==> config.mk <==
export PLATFORM = sky130hd
export DESIGN_NAME = conv_window_streamer
export DESIGN_NICKNAME = d
export VERILOG_FILES = /design/src/rtl/conv_window_streamer.sv
export SDC_FILE = /design/constraint.sdc
export NUM_CORES = 1
export LEC_CHECK = 0
export ABC_AREA = 1
export CAP_MARGIN = 20
export CORE_MARGIN = 1.5
export CORE_UTILIZATION = 51
export CTS_CLUSTER_SIZE = 16
export DETAILED_ROUTE_END_ITERATION = 6
export PLACE_DENSITY_LB_ADDON = 0.3
export SYNTH_ARGS = -nofsm -noshare
export SYNTH_HDL_FRONTEND = slang
export SYNTH_SLANG_ARGS = --single-unit
==> constraint.sdc <==
create_clock -name clk -period 7.52 [get_ports clk]
set_input_delay 1.504 -clock clk [delete_from_list [all_inputs] [get_ports clk]]
set_output_delay 1.504 -clock clk [all_outputs]
set_load 0.01 [all_outputs]
==> src/rtl/conv_window_streamer.sv <==
// conv_window_streamer: 3-row sliding-window reader for a stored 3-channel
// feature map (IMG_W x IMG_H). It issues BRAM reads, absorbs the 1-cycle
// read latency and streams one 3-pixel column per channel per beat.
// Ports: clk, rst (sync, active-low), start/busy/done frame control,
//   rd_addr_0..2 + rd_en / rd_data BRAM side,
//   col_r/g/b + out_valid/out_ready/out_sol/out_eof stream side.
// Optional macro CONV_STREAM_PERF_EN adds stall_cycles and beat_count.
module conv_window_streamer #(
    parameter int DATA_WIDTH = 22,
    parameter int IMG_W      = 222,
    parameter int IMG_H      = 222,
    parameter int ADDR_WIDTH = 18
) (
    input  logic                    clk,
    input  logic                    rst,
    input  logic                    start,
    output logic                    busy,
    output logic                    done,
    output logic [ADDR_WIDTH-1:0]   rd_addr_0,
    output logic [ADDR_WIDTH-1:0]   rd_addr_1,
    output logic [ADDR_WIDTH-1:0]   rd_addr_2,
    output logic                    rd_en,
    input  logic [9*DATA_WIDTH-1:0] rd_data,
    output logic [3*DATA_WIDTH-1:0] col_r,
    output logic [3*DATA_WIDTH-1:0] col_g,
    output logic [3*DATA_WIDTH-1:0] col_b,
    output logic                    out_valid,
    input  logic                    out_ready,
    output logic                    out_sol,
    output logic                    out_eof
`ifdef CONV_STREAM_PERF_EN
    ,
    output logic [31:0]             stall_cycles,
    output logic [31:0]             beat_count
`endif
);

    localparam int DW = DATA_WIDTH;
    localparam int CW = (IMG_W > 1) ? $clog2(IMG_W) : 1;
    localparam int EW = 9 * DW + 2;
    localparam logic [ADDR_WIDTH-1:0] ROW_A = ADDR_WIDTH'(IMG_W);
    localparam logic [ADDR_WIDTH-1:0] LAST_A0 =
        ADDR_WIDTH'((IMG_H - 2) * IMG_W - 1);
    localparam logic [CW-1:0] LAST_C = CW'(IMG_W - 1);

    typedef enum logic [1:0] {
        S_IDLE,
        S_ISSUE,
        S_DRAIN,
        S_DONE
    } state_t;

    state_t          state;
    state_t          state_nx;
    logic [CW-1:0]   col;
    logic            inflight;
    logic            sol_d;
    logic            eof_d;
    logic [1:0]      count;
    logic            wr_ptr;
    logic            rd_ptr;
    logic [EW-1:0]   fifo_q [2];
    logic [EW-1:0]   head;
    logic            push;
    logic            pop;
    logic            start_ok;

    assign start_ok  = (state == S_IDLE) && start;
    assign push      = inflight;
    assign out_valid = (count != 2'd0);
    assign pop       = out_valid && out_ready;
    assign head      = fifo_q[rd_ptr];

    // Slot accounting counts this cycle's pop as freeing space, so a
    // steady out_ready keeps one read issued every cycle.
    always_comb begin
        state_nx = state;
        busy     = 1'b0;
        done     = 1'b0;
        rd_en    = 1'b0;
        case (state)
            S_IDLE: begin
                if (start) state_nx = S_ISSUE;
            end
            S_ISSUE: begin
                busy  = 1'b1;
                rd_en = (count - 2'(pop) + 2'(inflight)) < 2'd2;
                if (rd_en && (rd_addr_0 == LAST_A0)) state_nx = S_DRAIN;
            end
            S_DRAIN: begin
                busy = 1'b1;
                if (pop && out_eof) state_nx = S_DONE;
            end
            S_DONE: begin
                done     = 1'b1;
                state_nx = S_IDLE;
            end
            default: state_nx = S_IDLE;
        endcase
    end

    // Row addresses step by one per column; across a band boundary the
    // next band's row-k address is exactly the previous one plus one.
    always_ff @(posedge clk) begin
        if (!rst) begin
            state     <= S_IDLE;
            rd_addr_0 <= '0;
            rd_addr_1 <= '0;
            rd_addr_2 <= '0;
            col       <= '0;
            inflight  <= 1'b0;
            sol_d     <= 1'b0;
            eof_d     <= 1'b0;
            count     <= 2'd0;
            wr_ptr    <= 1'b0;
            rd_ptr    <= 1'b0;
            fifo_q[0] <= '0;
            fifo_q[1] <= '0;
        end else begin
            state    <= state_nx;
            inflight <= rd_en;
            if (start_ok) begin
                rd_addr_0 <= '0;
                rd_addr_1 <= ROW_A;
                rd_addr_2 <= ROW_A + ROW_A;
                col       <= '0;
            end else if (rd_en) begin
                rd_addr_0 <= rd_addr_0 + 1'b1;
                rd_addr_1 <= rd_addr_1 + 1'b1;
                rd_addr_2 <= rd_addr_2 + 1'b1;
                col       <= (col == LAST_C) ? '0 : col + 1'b1;
                sol_d     <= (col == '0);
                eof_d     <= (rd_addr_0 == LAST_A0);
            end
            if (push) begin
                fifo_q[wr_ptr] <= {sol_d, eof_d, rd_data};
                wr_ptr         <= ~wr_ptr;
            end
            if (pop) rd_ptr <= ~rd_ptr;
            count <= count + 2'(push) - 2'(pop);
        end
    end

    assign col_r = {head[0*DW +: DW], head[1*DW +: DW], head[2*DW +: DW]};
    assign col_g = {head[3*DW +: DW], head[4*DW +: DW], head[5*DW +: DW]};
    assign col_b = {head[6*DW +: DW], head[7*DW +: DW], head[8*DW +: DW]};
    assign out_sol = out_valid && head[EW-1];
    assign out_eof = out_valid && head[EW-2];

`ifdef CONV_STREAM_PERF_EN
    always_ff @(posedge clk) begin
        if (!rst) begin
            stall_cycles <= '0;
            beat_count   <= '0;
        end else if (start_ok) begin
            stall_cycles <= '0;
            beat_count   <= '0;
        end else begin
            if (busy && out_valid && !out_ready && (stall_cycles != '1))
                stall_cycles <= stall_cycles + 1'b1;
            if (pop && (beat_count != '1))
                beat_count <= beat_count + 1'b1;
        end
    end
`endif

endmodule

==> results by group, run 1 <==
Run
  – Max_cap viols: 0

Hold path
  – Hold Path Cell Cnt: 1
  – HP Start: rd_ptr
  – Worst Hold End: rd_ptr
  – Hold Path Class: flop to flop

Detailed routing
  – Routed Antenna Nets: 0
  – Uppermost layer routed: met5
  – DRC Markers: 0
  – DRT Pass-1 Iters: 5
  – Wirelength per Cell: between 15 and 20 microns
  – Met1 wire length: between 20000 and 25000 microns
  – DR WL met2: between 20000 and 30000 microns
  – Iteration-0 DRC Markers: 1254
  – Total Wirelength: 53400 microns
  – Vias: 16449
  – Met3 WL: 4410 microns
  – Vias per inst: ~5

STA
  – Pins Over Slew Limit: 0
  – Setup Skew: between 0.01 and 0.015 ns
  – WHS: 0.454 ns
  – Period utilisation layout: around two thirds
  – RSZ-0062 raised after global routing: false
  – Slew @ Worst Pin: between 1 and 1.5 ns
  – Final setup margin: between 2 and 2.5 ns
  – Fin. Hold Viols: 0
  – Post-layout min period: around 5 ns
  – Setup TNS: 0 ns
  – Final setup fails: 0
  – Slew Limit Headroom: a little over a fifth
  – Max Fclk: 0.196 GHz

Critical path
  – CP endpoint kind: primary output
  – Slowest CP cell: clkdlybuf4s50_1
  – Buf/Inv on CP: 5
  – Crit Path Max Fanout: 4
  – Setup crit start kind: primary input
  – WP depth: 11
  – Reg2reg path depth: 7
  – Crit path kind: primary input to primary output
  – Data arrival, critical path: between 3 and 4 ns
  – Most frequent CP cell: inv_1
  – Critical Path RT: approximately 6.0 ns
  – Worst R2R Setup Slack: roughly 4.8 ns
  – RR Endpoint: rd_addr_0[8]
  – Crit path cell chain: clkdlybuf4s50_1, nand2_1, inv_1, ha_1, inv_1, ha_1, inv_1, nand3_1, nand2_1, nor2_4, clkdlybuf4s50_1
  – Cell family with the largest share of critical-path delay: buffers and inverters
  – Max stage delay on crit path: around 0.55 ns
  – Origin of the critical flop-to-flop path: state[0]

CTS
  – Clock slew at reported path FFs: 0.06 ns
  – Root Driver: clkbuf_16
  – Clock latency on the worst-skew pair: between 0.5 and 0.6 ns
  – Clk sinks: 472
  – CTS H-tree depth: 2
  – Post CTS Setup Buffer Count: 0
  – # resized after CTS: 0
  – Num CTS Buffers: between 40 and 50
  – CTS tree: done
  – CTS max path bufs: 3
  – Hold buffers post-CTS: 0

Floorplan
  – # rows: 74
  – Core footprint: roughly 41000 sq um
  – I/O Pins: between 400 and 500
  – Die Wd: slightly above 200 microns
  – Die area: 42500 sq um
  – Initial Util: between 50% and 60%
  – Chip height: between 200 and 250 microns

Final layout
  – Fin nets: slightly below 3000
  – Layout area overhead: 30.3%
  – Share of cells above drive strength 1: 4.91%
  – Fin area: ~27000 sq um

Synth
  – Average cell area after synthesis: 9.19 sq um
  – Yosys cell types: 39
  – Mapped Area: around 21000 sq um
  – Synth Net Count: 2505
  – Main flop type after synthesis: edfxtp_1
  – Synth top area cells: edfxtp_1 (57%), nand2_1 (13%), nor2_1 (8.5%), dfxtp_1 (6.8%), inv_1 (5.0%)
  – Ys Warns: 0
  – Register area share after synthesis: a little under two thirds
  – Mapped Cells: roughly 2300
  – Yosys top cell area share: a little under three fifths
  – Cell taking the most area after synthesis: edfxtp_1
  – EDFF count, synth: 400
  – Ys async rst share: 0%
  – Flops & latches, synth: between 400 and 500

GRT
  – First-pass GRT wire length: 81700 microns
  – Pin count of the biggest net entering global routing: between 200 and 250
  – Remaining Overflow, GRT: 0
  – Initial antenna violation count: 3
  – Vias in the first global route: 15827
  – Tot GR Track Use: between 20% and 30%

Placement
  – IO buf count: about 460
  – RePlAce Congestion: 0.871
  – Post-DP HPWL: roughly 35000 microns
  – Dpl ws: ~2.5 ns
  – DP Area: between 20000 and 30000 sq um

Pwr
  – Peak supply drop: between 0.00015 and 0.0002 V
  – Pwr/cell area: between 200 and 300 nW/um^2
  – Pleak: 11.9 nW

Status
  – Status: complete, no violations
-- logic make-up (layout without fill, tap and decap cells) --
| family | Yosys count | after routing | synth area share [%] |
|---|---|---|---|
| XOR/XNOR | 16 | 16 | 0.666 |
| buffers and inverters | 384 | 846 | 7.46 |
| flip-flops | 472 | 472 | 63.9 |
| other | 0 | 6 | 0 |
| AND/OR/NAND/NOR | 1333 | 1333 | 25.2 |
| adder cells (fa/ha/maj) | 13 | 13 | 0.773 |
| AO/OA/AOI/OAI | 72 | 72 | 2.02 |
-- metrics by stage --
stage,total power [mW],instances,utilization (%)
5_1_grt,7.73,3285,67.3
6_report,7.41,3290,67.3
3_3_place_gp,5.25,3198,63.8
4_1_cts,7.46,3284,67.3
3_5_place_dp,5.29,3198,63.8
2_1_floorplan,4.30,2290,-
-- cells in the mapped netlist (all sizes together), types with 13 or more instances --
cell type,instances
nor2,485
clkbuf,37
nand2,764
ha,13
nor3,20
inv,282
nand3,40
nand4,13
o21ai,23
edfxtp,400
buf,65
a21oi,46
dfxtp,72
-- registers in the layout, indices dropped and copies added, names as in the netlist, named ones only --
signal and count:
sol_d 1, rd_addr_0 18, rd_ptr 1, fifo_q 400, count 2, eof_d 1, wr_ptr 1, inflight 1
rd_addr_2 18, state 2, rd_addr_1 18, col 8
-- worst max-delay path by stage --
stage                          from      endpoint  slack, ns
after global placement    out_ready         rd_en       2.49
after CTS                 out_ready         rd_en       2.43
after floorplan                 rst  fifo_q[0][0]       0.46
final                     out_ready         rd_en       2.42
after detailed placement  out_ready         rd_en       2.46
after global routing      out_ready         rd_en       2.29
-- placed cells by master, fill, tap and decap left out, drive strengths merged, types with 2 or more instances in the layout --
cell and count:
buf 19, xnor2 4, clkbuf 59, clkinv 24, nor3 20, xor2 12
inv 283, nand2 764, clkdlybuf4s50 459, ha 13, nand4 13, nor3b 2
dfxtp 72, a21oi 46, nand3b 5, o21ai 23, edfxtp 400, diode 6
nor2 485, nand3 40, a31oi 2
-- layer usage --
layer,global-route usage (%),vias up
met5,0,-
met4,10.4,4
met1,30.5,7711
li1,-,8002
met3,5.80,124
met2,41.1,608
-- power by group --
| part | leakage (nW) | switching [mW] | total (mW) | internal (mW) |
|---|---|---|---|---|
| combinational | 6.46 | 1.14 | 2.00 | 0.861 |
| sequential | 4.72 | 0.132 | 3.23 | 3.10 |
| clock | 0.688 | 0.966 | 2.17 | 1.21 |
-- final cells by class --
class / count / area [sq um]
Clock inverter: 27 / 164
Inverter: 282 / 1060
Clock buffer: 59 / 1240
Timing Repair Buffer: 478 / 4770
Multi-Input combinational cell: 1434 / 6050
Fill cell: 3100 / 13300
Sequential cell: 472 / 13500
Tap cell: 532 / 666
Antenna cell: 6 / 15.0
-- worst reg2reg max path, delay by kind of cell, from the launching register on --
family / cells / cell delay [ns]
simple gates: 2 / 0.79
fa+ha+maj: 1 / 0.23
buf+inv: 3 / 0.96
flops: 1 / 0.38
compound gates: 1 / 0.29
No activity file was read; power rests on OpenSTA's default activity.
==> inputs of run 2 (changes only) <==
--- a/config.mk
+++ b/config.mk
@@ -8,7 +8,7 @@
 export ABC_AREA = 1
 export CAP_MARGIN = 20
 export CORE_MARGIN = 1.5
-export CORE_UTILIZATION = 51
+export CORE_UTILIZATION = 46
 export CTS_CLUSTER_SIZE = 16
 export DETAILED_ROUTE_END_ITERATION = 6
 export PLACE_DENSITY_LB_ADDON = 0.3
==> constraint.sdc (replaced) <==
create_clock -name clk -period 4.4 [get_ports clk]
set_input_delay 0.88 -clock clk [delete_from_list [all_inputs] [get_ports clk]]
set_output_delay 0.88 -clock clk [all_outputs]
set_load 0.01 [all_outputs]
==> run 2 against run 1 <==
  * Sequential cell count unchanged
  * Via count stayed put
  * Largest cell class unchanged
  * Non-clock buffer count is 4 lower
  * Sequential power grew 69%
  * Die area up 11%
  * Register-to-register slack worse by 3.1 ns
  * Cell count rose by 2.0%
  * Clock power grew 85%
  * Setup slack worse by 1.9 ns
  * Combinational power increased by 75%
  * Core utilization shrank 6.1 points
==> results by group, run 2 (synthesized netlist as in run 1, its figures left out) <==
Detailed routing
  – DRT Pass-1 Iters: 5 (unchanged)
  – Vias: 16449 (unchanged)
  – Vias per inst: 4.90 (was 5.00)
  – Wirelength per Cell: 16.1 microns (was 16.2 microns)
  – Routed Antenna Nets: 0 (unchanged)
  – Total Wirelength: 54000 microns (was 53400 microns)
  – Iteration-0 DRC Markers: 1172 (was 1254)
  – DRC Markers: 0 (unchanged)

Final layout
  – Share of cells above drive strength 1: 4.94% (was 4.91%)
  – Utilization after layout: 61.2% (was 67.3%)
  – Most common cell after layout, fill and taps aside: nand2_1 (unchanged)
  – Register with the most flip-flops: fifo_q (unchanged)
  – # fillers: 3737 (was 3100)
  – Max reg flops: 400 (unchanged)
  – Register Area: 13500 sq um (unchanged)
  – Layout area overhead: 31.7% (was 30.3%)
  – Fin nets: 2928 (was 2931)
  – Area of the multi-input gates: 6070 sq um (was 6050 sq um)
  – Most frequent cells in the layout: nand2_1 (742), nor2_1 (476), clkdlybuf4s50_1 (459) (unchanged)

Pwr
  – Switch Pwr: 3.88 mW (was 2.24 mW)
  – Total power: 13.0 mW (was 7.41 mW)
  – Net Sw Frac: 29.9% (was 30.2%)
  – Clock Power Share: 30.9% (was 29.3%)
  – Pint: 9.10 mW (was 5.17 mW)
  – Pwr/cell area: 469 nW/um^2 (was 270 nW/um^2)
  – Pleak: 11.9 nW (about the same)
  – Part of the power in registers: 42.1% (was 43.7%)
  – Peak supply drop: 0.000344 V (was 0.000194 V)
  – Combinational group share of total power: 26.9% (was 27.0%)

GRT
  – Pin count of the biggest net entering global routing: 202 (unchanged)
  – Initial antenna violation count: 4 (was 3)
  – Tot GR Track Use: 22.3% (was 24.6%)
  – First-pass GRT wire length: 83200 microns (was 81700 microns)
  – Remaining Overflow, GRT: 0 (unchanged)
  – Vias in the first global route: 15886 (was 15827)

Run
  – Max_cap viols: 0 (unchanged)

CTS
  – Root Driver: clkbuf_16 (unchanged)
  – CTS max path bufs: 3 (unchanged)
  – Clock latency on the worst-skew pair: 0.58 ns (was 0.57 ns)
  – CTS H-tree depth: 2 (unchanged)
  – Clk sinks: 472 (unchanged)
  – Clock slew at reported path FFs: 0.06 ns (about the same)
  – # resized after CTS: 0 (unchanged)
  – CTS tree: done (unchanged)
  – Hold buffers post-CTS: 0 (unchanged)
  – Post CTS Setup Buffer Count: 0 (unchanged)
  – Num CTS Buffers: 49 (was 48)

Floorplan
  – Core footprint: 45300 sq um (was 40700 sq um)
  – I/O Pins: 460 (unchanged)
  – # rows: 78 (was 74)
  – Initial Util: 46.5% (was 51.7%)
  – Die area: 47000 sq um (was 42500 sq um)
  – Die Wd: 217 microns (was 206 microns)
  – Chip height: 217 microns (was 206 microns)

STA
  – Slew @ Worst Pin: 1.31 ns (was 1.17 ns)
  – Setup TNS: 0 ns (unchanged)
  – Final setup fails: 0 (unchanged)
  – Fin. Hold Viols: 0 (unchanged)
  – Period utilisation layout: 87.2%
  – Setup Skew: 0.0122 ns (was 0.0132 ns)
  – Pins Over Slew Limit: 0 (unchanged)
  – Slew Limit Headroom: 12.6% (was 22.0%)
  – RSZ-0062 raised after global routing: false (unchanged)
  – Final setup margin: 0.563 ns (was 2.42 ns)
  – Max Fclk: 0.261 GHz
  – Post-layout min period: roughly 3.8 ns

Critical path
  – Origin of the critical flop-to-flop path: count[1] (was state[0])
  – Reg2reg path depth: 17 (was 7)
  – RR Endpoint: rd_addr_0[11] (was rd_addr_0[8])
  – Worst R2R Setup Slack: 1.73 ns (was 4.79 ns)
  – CP endpoint kind: primary output (unchanged)
  – Crit path kind: primary input to primary output (unchanged)
  – Setup crit start kind: primary input (unchanged)
  – Data arrival, critical path: 2.96 ns (was 3.60 ns)
  – Crit Path Max Fanout: 4 (unchanged)
  – Critical Path RT: 3.52 ns (was 6.02 ns)

Placement
  – Post-DP HPWL: 33900 microns (was 34500 microns)
  – RePlAce Congestion: 0.848 (was 0.871)
  – IO buf count: 459 (unchanged)
  – Dpl ws: 0.578 ns (was 2.46 ns)

Hold path
  – Hold Path Cell Cnt: 1 (unchanged)
  – Hold Path Class: flop to flop (unchanged)
  – HP Start: rd_ptr (unchanged)

Status
  – Status: complete, no violations (unchanged)
## run 2: cell type report
type | count | area share (%)
clock inverters | 27 | 0.790
flip-flops and latches | 472 | 48.6
inverters | 282 | 3.84
multi-input cells | 1434 | 21.9
repair buffers | 474 | 17.4
well taps | 600 | 2.71
clock buffers | 64 | 4.78
diodes | 3 | 0.0271
## run 2: worst max path at each step
| stage | cells after the start | end | from |
|---|---|---|---|
| 6_report | 11 | rd_en | out_ready |
| 4_1_cts | 11 | rd_en | out_ready |
| 5_1_grt | 11 | rd_en | out_ready |
| 3_5_place_dp | 11 | rd_en | out_ready |
| 2_1_floorplan | 5 | fifo_q[1][0] | rst |
| 3_3_place_gp | 11 | rd_en | out_ready |
## run 2: critical path: stages
cell and delay, ns:
clkdlybuf4s50_1 0.51, nand2_1 0.06, inv_1 0.12, ha_1 0.24
inv_1 0.06, ha_1 0.18, inv_1 0.07, nand3_1 0.08
nand2_1 0.09, nor2_4 0.12, clkdlybuf4s50_1 0.55
## run 2: metrics by stage
step | hold WS [ns] | area [sq um] | instances
finish | 0.460 | 27700 | 3356
global route | 0.490 | 27700 | 3355
floorplan | 0.426 | 21100 | 2290
global placement | 0.428 | 26200 | 3262
detailed placement | 0.440 | 26200 | 3262
CTS | 0.451 | 27700 | 3353
## run 2: metal layers
metal | part of all wire, % | wire length (microns) | global-route usage [%]
met1 | 41 | 22000 | 28.1
met2 | 49 | 26200 | 37.5
met3 | 7.3 | 3940 | 5.02
met4 | 3.4 | 1820 | 8.24
met5 | 0.020 | 11 | 0
## run 2: power groups by stage
| stage | combinational [mW] | sequential (mW) | clock, mW |
|---|---|---|---|
| 5_1_grt | 3.80 | 5.52 | 4.25 |
| 2_1_floorplan | 1.75 | 5.55 | 0 |
| 4_1_cts | 3.54 | 5.47 | 4.09 |
| 3_3_place_gp | 3.48 | 5.54 | 0 |
| 6_report | 3.50 | 5.47 | 4.02 |
| 3_5_place_dp | 3.52 | 5.57 | 0 |
